==> config.mk <==
export PLATFORM = sky130hd
export DESIGN_NAME = multicycle_control_unit
export DESIGN_NICKNAME = d
export VERILOG_FILES = /design/src/rtl/mcu_pkg.sv /design/src/rtl/multicycle_control_unit_alu_decoder.sv /design/src/rtl/multicycle_control_unit.sv
export SDC_FILE = /design/constraint.sdc
export NUM_CORES = 1
export LEC_CHECK = 0
export CAP_MARGIN = 10
export CORE_MARGIN = 3
export CORE_UTILIZATION = 38
export DETAILED_ROUTE_END_ITERATION = 12
export PLACE_DENSITY = 0.76
export SKIP_LAST_GASP = 1
export SYNTH_ARGS = -nofsm -noshare
export SYNTH_HDL_FRONTEND = slang
export SYNTH_SLANG_ARGS = --single-unit
==> constraint.sdc <==
create_clock -name clk -period 7.2 [get_ports clk]
set_clock_uncertainty 0.05 [all_clocks]
set_input_delay 1.44 -clock clk [delete_from_list [all_inputs] [get_ports clk]]
set_output_delay 1.44 -clock clk [all_outputs]
set_load 0.005 [all_outputs]
==> src/rtl/mcu_pkg.sv <==
// Shared types and constants for the multi-cycle RV32I-subset controller.
// States, opcodes, ALU operations, immediate formats and mux selects.
package mcu_pkg;

    typedef enum logic [3:0] {
        S_FETCH,
        S_DECODE,
        S_MEMADR,
        S_MEMREAD,
        S_MEMWB,
        S_MEMWRITE,
        S_EXEC_R,
        S_EXEC_I,
        S_ALUWB,
        S_BRANCH,
        S_JAL,
        S_LUI,
        S_TRAP
    } state_t;

    localparam logic [6:0] OP_LOAD   = 7'b0000011;
    localparam logic [6:0] OP_STORE  = 7'b0100011;
    localparam logic [6:0] OP_RTYPE  = 7'b0110011;
    localparam logic [6:0] OP_ITYPE  = 7'b0010011;
    localparam logic [6:0] OP_BRANCH = 7'b1100011;
    localparam logic [6:0] OP_JAL    = 7'b1101111;
    localparam logic [6:0] OP_LUI    = 7'b0110111;

    typedef enum logic [2:0] {
        ALU_ADD = 3'b000,
        ALU_SUB = 3'b001,
        ALU_AND = 3'b010,
        ALU_OR  = 3'b011,
        ALU_SLT = 3'b101
    } alu_op_t;

    typedef enum logic [2:0] {
        IMM_I = 3'd0,
        IMM_S = 3'd1,
        IMM_B = 3'd2,
        IMM_J = 3'd3,
        IMM_U = 3'd4
    } imm_src_t;

    localparam logic [1:0] SRCA_PC    = 2'd0;
    localparam logic [1:0] SRCA_OLDPC = 2'd1;
    localparam logic [1:0] SRCA_RS1   = 2'd2;
    localparam logic [1:0] SRCA_ZERO  = 2'd3;

    localparam logic [1:0] SRCB_RS2   = 2'd0;
    localparam logic [1:0] SRCB_IMM   = 2'd1;
    localparam logic [1:0] SRCB_FOUR  = 2'd2;

    localparam logic [1:0] RES_ALUOUT = 2'd0;
    localparam logic [1:0] RES_MEM    = 2'd1;
    localparam logic [1:0] RES_ALU    = 2'd2;

endpackage

==> src/rtl/multicycle_control_unit_alu_decoder.sv <==
// ALU operation decoder for register and immediate arithmetic.
// Unsupported funct3 values are reported through legal=0.
module alu_decoder
    import mcu_pkg::*;
(
    input  logic [2:0] funct3,
    input  logic       funct7_5,
    input  logic       is_rtype,
    output logic [2:0] alu_ctrl,
    output logic       legal
);

    // funct3 selects the operation; funct7[5] only means sub for R-type
    always_comb begin
        alu_ctrl = ALU_ADD;
        legal    = 1'b1;
        case (funct3)
            3'b000:  alu_ctrl = (is_rtype && funct7_5) ? ALU_SUB : ALU_ADD;
            3'b010:  alu_ctrl = ALU_SLT;
            3'b110:  alu_ctrl = ALU_OR;
            3'b111:  alu_ctrl = ALU_AND;
            default: legal    = 1'b0;
        endcase
    end

endmodule

==> src/rtl/multicycle_control_unit.sv <==
// Multi-cycle RV32I-subset controller driving a shared ALU and unified memory port.
// Adds a memory wait handshake, a sticky illegal-opcode trap and an instret counter.
module multicycle_control_unit
    import mcu_pkg::*;
#(
    parameter int DATA_WIDTH     = 32,
    parameter int ALU_CTRL_WIDTH = 3,
    parameter int CNT_WIDTH      = 32
) (
    input  logic                      clk,
    input  logic                      rst,
    input  logic [DATA_WIDTH-1:0]     instr,
    input  logic                      EQ,
    input  logic                      mem_ready,
    output logic                      PCWrite,
    output logic                      IRWrite,
    output logic                      RegWrite,
    output logic                      MemWrite,
    output logic                      AdrSrc,
    output logic [1:0]                ALUSrcA,
    output logic [1:0]                ALUSrcB,
    output logic [1:0]                ResultSrc,
    output logic [2:0]                ImmSrc,
    output logic [ALU_CTRL_WIDTH-1:0] ALUctrl,
    output logic                      illegal,
    output logic [CNT_WIDTH-1:0]      instret
);

    state_t     state;
    state_t     next_state;
    logic [6:0] opcode;
    logic [2:0] funct3;
    logic [2:0] dec_ctrl;
    logic       dec_legal;
    logic [2:0] alu_op;
    logic       retire;
    logic       unused_bits;

    assign opcode      = instr[6:0];
    assign funct3      = instr[14:12];
    assign unused_bits = ^{instr[DATA_WIDTH-1:31], instr[29:15], instr[11:7]};

    alu_decoder u_alu_decoder (
        .funct3   (funct3),
        .funct7_5 (instr[30]),
        .is_rtype (state == S_EXEC_R),
        .alu_ctrl (dec_ctrl),
        .legal    (dec_legal)
    );

    // State, sticky trap flag and retired-instruction counter
    always_ff @(posedge clk or posedge rst) begin
        if (rst) begin
            state   <= S_FETCH;
            illegal <= 1'b0;
            instret <= '0;
        end else begin
            state <= next_state;
            if (next_state == S_TRAP) begin
                illegal <= 1'b1;
            end
            if (retire) begin
                instret <= instret + CNT_WIDTH'(1);
            end
        end
    end

    // Next-state logic and Moore/handshake-gated control outputs
    always_comb begin
        next_state = state;
        PCWrite    = 1'b0;
        IRWrite    = 1'b0;
        RegWrite   = 1'b0;
        MemWrite   = 1'b0;
        AdrSrc     = 1'b0;
        ALUSrcA    = SRCA_PC;
        ALUSrcB    = SRCB_RS2;
        ResultSrc  = RES_ALUOUT;
        ImmSrc     = IMM_I;
        alu_op     = ALU_ADD;
        retire     = 1'b0;

        unique case (state)
            S_FETCH: begin
                ALUSrcB   = SRCB_FOUR;
                ResultSrc = RES_ALU;
                IRWrite   = mem_ready;
                PCWrite   = mem_ready;
                if (mem_ready) begin
                    next_state = S_DECODE;
                end
            end
            S_DECODE: begin
                // Speculative branch/jump target lands in ALUOut
                ALUSrcA = SRCA_OLDPC;
                ALUSrcB = SRCB_IMM;
                ImmSrc  = (opcode == OP_JAL) ? IMM_J : IMM_B;
                case (opcode)
                    OP_LOAD,
                    OP_STORE:  next_state = S_MEMADR;
                    OP_RTYPE:  next_state = S_EXEC_R;
                    OP_ITYPE:  next_state = S_EXEC_I;
                    OP_BRANCH: next_state = S_BRANCH;
                    OP_JAL:    next_state = S_JAL;
                    OP_LUI:    next_state = S_LUI;
                    default:   next_state = S_TRAP;
                endcase
            end
            S_MEMADR: begin
                ALUSrcA = SRCA_RS1;
                ALUSrcB = SRCB_IMM;
                if (opcode == OP_STORE) begin
                    ImmSrc     = IMM_S;
                    next_state = S_MEMWRITE;
                end else begin
                    next_state = S_MEMREAD;
                end
            end
            S_MEMREAD: begin
                AdrSrc = 1'b1;
                if (mem_ready) begin
                    next_state = S_MEMWB;
                end
            end
            S_MEMWB: begin
                ResultSrc  = RES_MEM;
                RegWrite   = 1'b1;
                retire     = 1'b1;
                next_state = S_FETCH;
            end
            S_MEMWRITE: begin
                AdrSrc   = 1'b1;
                MemWrite = 1'b1;
                if (mem_ready) begin
                    retire     = 1'b1;
                    next_state = S_FETCH;
                end
            end
            S_EXEC_R,
            S_EXEC_I: begin
                ALUSrcA    = SRCA_RS1;
                ALUSrcB    = (state == S_EXEC_R) ? SRCB_RS2 : SRCB_IMM;
                alu_op     = dec_ctrl;
                next_state = dec_legal ? S_ALUWB : S_TRAP;
            end
            S_ALUWB: begin
                ResultSrc  = RES_ALUOUT;
                RegWrite   = 1'b1;
                retire     = 1'b1;
                next_state = S_FETCH;
            end
            S_BRANCH: begin
                ALUSrcA   = SRCA_RS1;
                ALUSrcB   = SRCB_RS2;
                ResultSrc = RES_ALUOUT;
                alu_op    = ALU_SUB;
                case (funct3)
                    3'b000: begin
                        PCWrite    = EQ;
                        retire     = 1'b1;
                        next_state = S_FETCH;
                    end
                    3'b001: begin
                        PCWrite    = !EQ;
                        retire     = 1'b1;
                        next_state = S_FETCH;
                    end
                    default: next_state = S_TRAP;
                endcase
            end
            S_JAL: begin
                // PC takes the jump target from ALUOut; ALU forms OldPC+4 for rd
                ALUSrcA    = SRCA_OLDPC;
                ALUSrcB    = SRCB_FOUR;
                ImmSrc     = IMM_J;
                ResultSrc  = RES_ALUOUT;
                PCWrite    = 1'b1;
                next_state = S_ALUWB;
            end
            S_LUI: begin
                ALUSrcA    = SRCA_ZERO;
                ALUSrcB    = SRCB_IMM;
                ImmSrc     = IMM_U;
                next_state = S_ALUWB;
            end
            S_TRAP: begin
                next_state = S_TRAP;
            end
            default: begin
                next_state = S_FETCH;
            end
        endcase

        // Reset forces every control output low, even mid-instruction
        if (rst) begin
            PCWrite   = 1'b0;
            IRWrite   = 1'b0;
            RegWrite  = 1'b0;
            MemWrite  = 1'b0;
            AdrSrc    = 1'b0;
            ALUSrcA   = '0;
            ALUSrcB   = '0;
            ResultSrc = '0;
            ImmSrc    = '0;
            alu_op    = '0;
            retire    = 1'b0;
        end

        ALUctrl = ALU_CTRL_WIDTH'(alu_op);
    end

endmodule
==> flow_summary_export.csv <==
group,metric,value,unit
run_status,status,"completed",
power_and_ir_drop,ir_worst_vdd,0.139,mV
min_path,hp-class,"register to register",
clock_network,clock_latency,0.28,ns
route,via_count,2071,
route,drc,0,
sta,holdWs,0.430,ns
floorplan,die_area,7030,um2
critical_path,crit_fanout,41,
logic_synthesis,ys_seq_area_share,40.2,%
critical_path,required,5.71,ns
critical_path,path_buf_inv,4,
clock_network,post_cts_buffers,0,
logic_synthesis,async_flop_share,100,%
power_and_ir_drop,p_leak,1.24,nW
logic_synthesis,synth-seq-cells,37,
critical_path,crit_start,"rst",
route,first_pass_iters,4,
critical_path,cp_top_family,"buffers and inverters",
route,ant_nets,0,
grt,track_usage,15.9,%
power_and_ir_drop,powerDensity,223,nW/um2
sta,drv_slew,0,
logic_synthesis,syn_nets,293,
critical_path,cp-start-kind,"primary input",
logic_synthesis,syn_area,2300,um2
clock_network,h-tree-depth,2,
finish,diodes,0,
sta,final-setup-viol-count,0,
floorplan,io_pins,86,
power_and_ir_drop,p_seq_share,42.5,%
sta,rsz0062_at_grt,"no",
route,viasPerCell,5.37,
finish,area_growth,32.6,%
critical_path,cp.arrival,3.90,ns
grt,grt_pass1_vias,1944,
power_and_ir_drop,p_int,0.000444,W
logic_synthesis,synth_top_flop_cell,"dfrtp_1",
clock_network,cts-buffers-inserted,5,
floorplan,row_count,27,
finish,most-common-layout-cells,"clkdlybuf4s50_1, dfrtp_1, xnor2_1",
power_and_ir_drop,power_frac_comb,36.2,%
logic_synthesis,ys_types,53,
floorplan,core_area,5680,um2
clock_network,clk_pin_slew_worst_paths,0.07,ns
critical_path,path_cells,"clkdlybuf4s50_1, inv_1, buf_4, nand2_1, or3_1, o22ai_1, clkdlybuf4s50_1",
critical_path,rr_startpoint,"state[2]",
placement,gp_congestion,0.848,
route,drt_iter0_drc,117,
placement,portBuffers,64,
critical_path,cpMostUsedCell,"clkdlybuf4s50_1",
floorplan,initial_core_util,40.6,%
flow_run,cap_violations,0,
critical_path,critPathKind,"primary input to output port",
clock_network,tritoncts,"yes",
finish,drive_above_1_share,6.05,%
route,wl_per_cell,14.2,um
clock_network,postCtsHoldBufs,0,
sta,fin_tns_setup,0,ns
placement,place_area,2970,um2
logic_synthesis,yosysWarnings,0,
grt,antenna_found_initial,0,
route,drt-total-wl,5.49,mm
sta,final-hold-violation-count,0,
floorplan,die_h,83.9,um
critical_path,end_kind,"output port",
min_path,min_from,"instret[31]",
sta,slew_headroom,42.3,%
sta,layout_min_cycle_time,5.39,ns
clock_network,cts_num_sinks,37,
placement,hpwl,4.01,mm
sta,worstMarginPinSlew,0.862,ns
sta,period_share,74.9,%
power_and_ir_drop,p_sw_share,34.9,%
floorplan,die_w,83.9,um
finish,final_cell_area,3060,um2
critical_path,crit_path_top_delay_cell,"clkdlybuf4s50_1",
grt,grt_max_degree,42,
grt,overflow,0,
logic_synthesis,postSynthCellCount,256,
grt,grt_pass1_wl,9.45,mm
power_and_ir_drop,net-switching-power,0.000238,W
critical_path,slowest_delay,0.64,ns
sta,fmax,0.186,GHz
finish,final_net_count,351,
clock_network,clk_path_buf_depth,2,
power_and_ir_drop,clkPwrFrac,21.2,%
clock_network,root_buffer,"clkbuf_8",
finish,layout_commonest_cell,"clkdlybuf4s50_1",
clock_network,cts-resized-gates,0,
logic_synthesis,synth_edf_count,0,
logic_synthesis,avgSynthCellArea,9.00,um2
[routing by layer]
| layer | global-route usage (%) | part of all wire, % | vias up |
|---|---|---|---|
| met2 | 25.6 | 48 | 46 |
| met4 | 3.95 | 1.0 | 0 |
| met5 | 0 | 0 | - |
| met3 | 2.67 | 3.4 | 7 |
| met1 | 22.2 | 48 | 1002 |
| li1 | - | - | 1016 |
[synth_stat cells, types with 7 or more instances]
cell | number | area share, %
a21oi_1 | 7 | 1.5
clkbuf_1 | 8 | 1.3
dfrtp_1 | 37 | 40
inv_1 | 12 | 2.0
nand2_1 | 24 | 3.9
nand3_1 | 16 | 3.5
nand4_1 | 12 | 3.3
nor2_1 | 21 | 3.4
nor2b_1 | 8 | 2.2
nor3_1 | 10 | 2.2
xnor2_1 | 28 | 11
xor2_1 | 7 | 2.7
[layout make-up]
cell class	count	area, um2
inverter	12	45.0
sequential	37	926
fill	544	2620
multi-input combinational	193	1260
tap	72	90.1
clock buffer	7	86.3
timing repair buffer	65	648
[state kept, by name, summed over array words and instances (netlist names)]
signal,flops
illegal,1
instret,32
state,4
[final timing paths]
path / cells past startpoint / slack, ns / to
max: 7 / 1.81 / ALUctrl[0]
min: 1 / 0.43 / instret[31]
max reg2reg: 6 / 4.61 / instret[23]
min reg2reg: 1 / 0.43 / instret[31]
max in group asynchronous: 3 / 4.88 / instret[26]
min in group asynchronous: 3 / 1.86 / instret[21]
[kinds of logic after synthesis]
group,Yosys count,synth area share (%)
AND/OR/NAND/NOR,121,28.8
flip-flops,37,40.2
XOR/XNOR,35,13.3
AO/OA/AOI/OAI,33,10.6
buffers and inverters,26,5.11
multiplexers,3,1.41
adder cells (fa/ha/maj),1,0.543
[power groups by stage]
stage / sequential (W) / combinational [W] / clock (W)
5_1_grt: 0.000297 / 0.000273 / 0.000156
2_1_floorplan: 0.000258 / 0.000179 / 0
4_1_cts: 0.000290 / 0.000249 / 0.000148
3_3_place_gp: 0.000292 / 0.000243 / 0
3_5_place_dp: 0.000293 / 0.000248 / 0
6_report: 0.000290 / 0.000247 / 0.000145
[stage by stage]
step	instances	util [%]	power [W]	setup WS [ns]
after floorplan	256	-	0.000438	2.42
after global placement	379	52.3	0.000535	1.79
after detailed placement	379	52.3	0.000541	1.76
after CTS	386	53.8	0.000687	1.76
after global routing	386	53.8	0.000726	1.55
final	386	53.8	0.000682	1.81
[worst reg2reg max path: stages (launching register included)]
cell	delay, ns
dfrtp_1	0.70
nor2b_1	0.31
a2bb2oi_1	0.19
a21oi_2	0.46
nand2_1	0.26
nor4_1	0.36
xor2_1	0.18
Note: power is estimated with default switching activity, not from simulation.
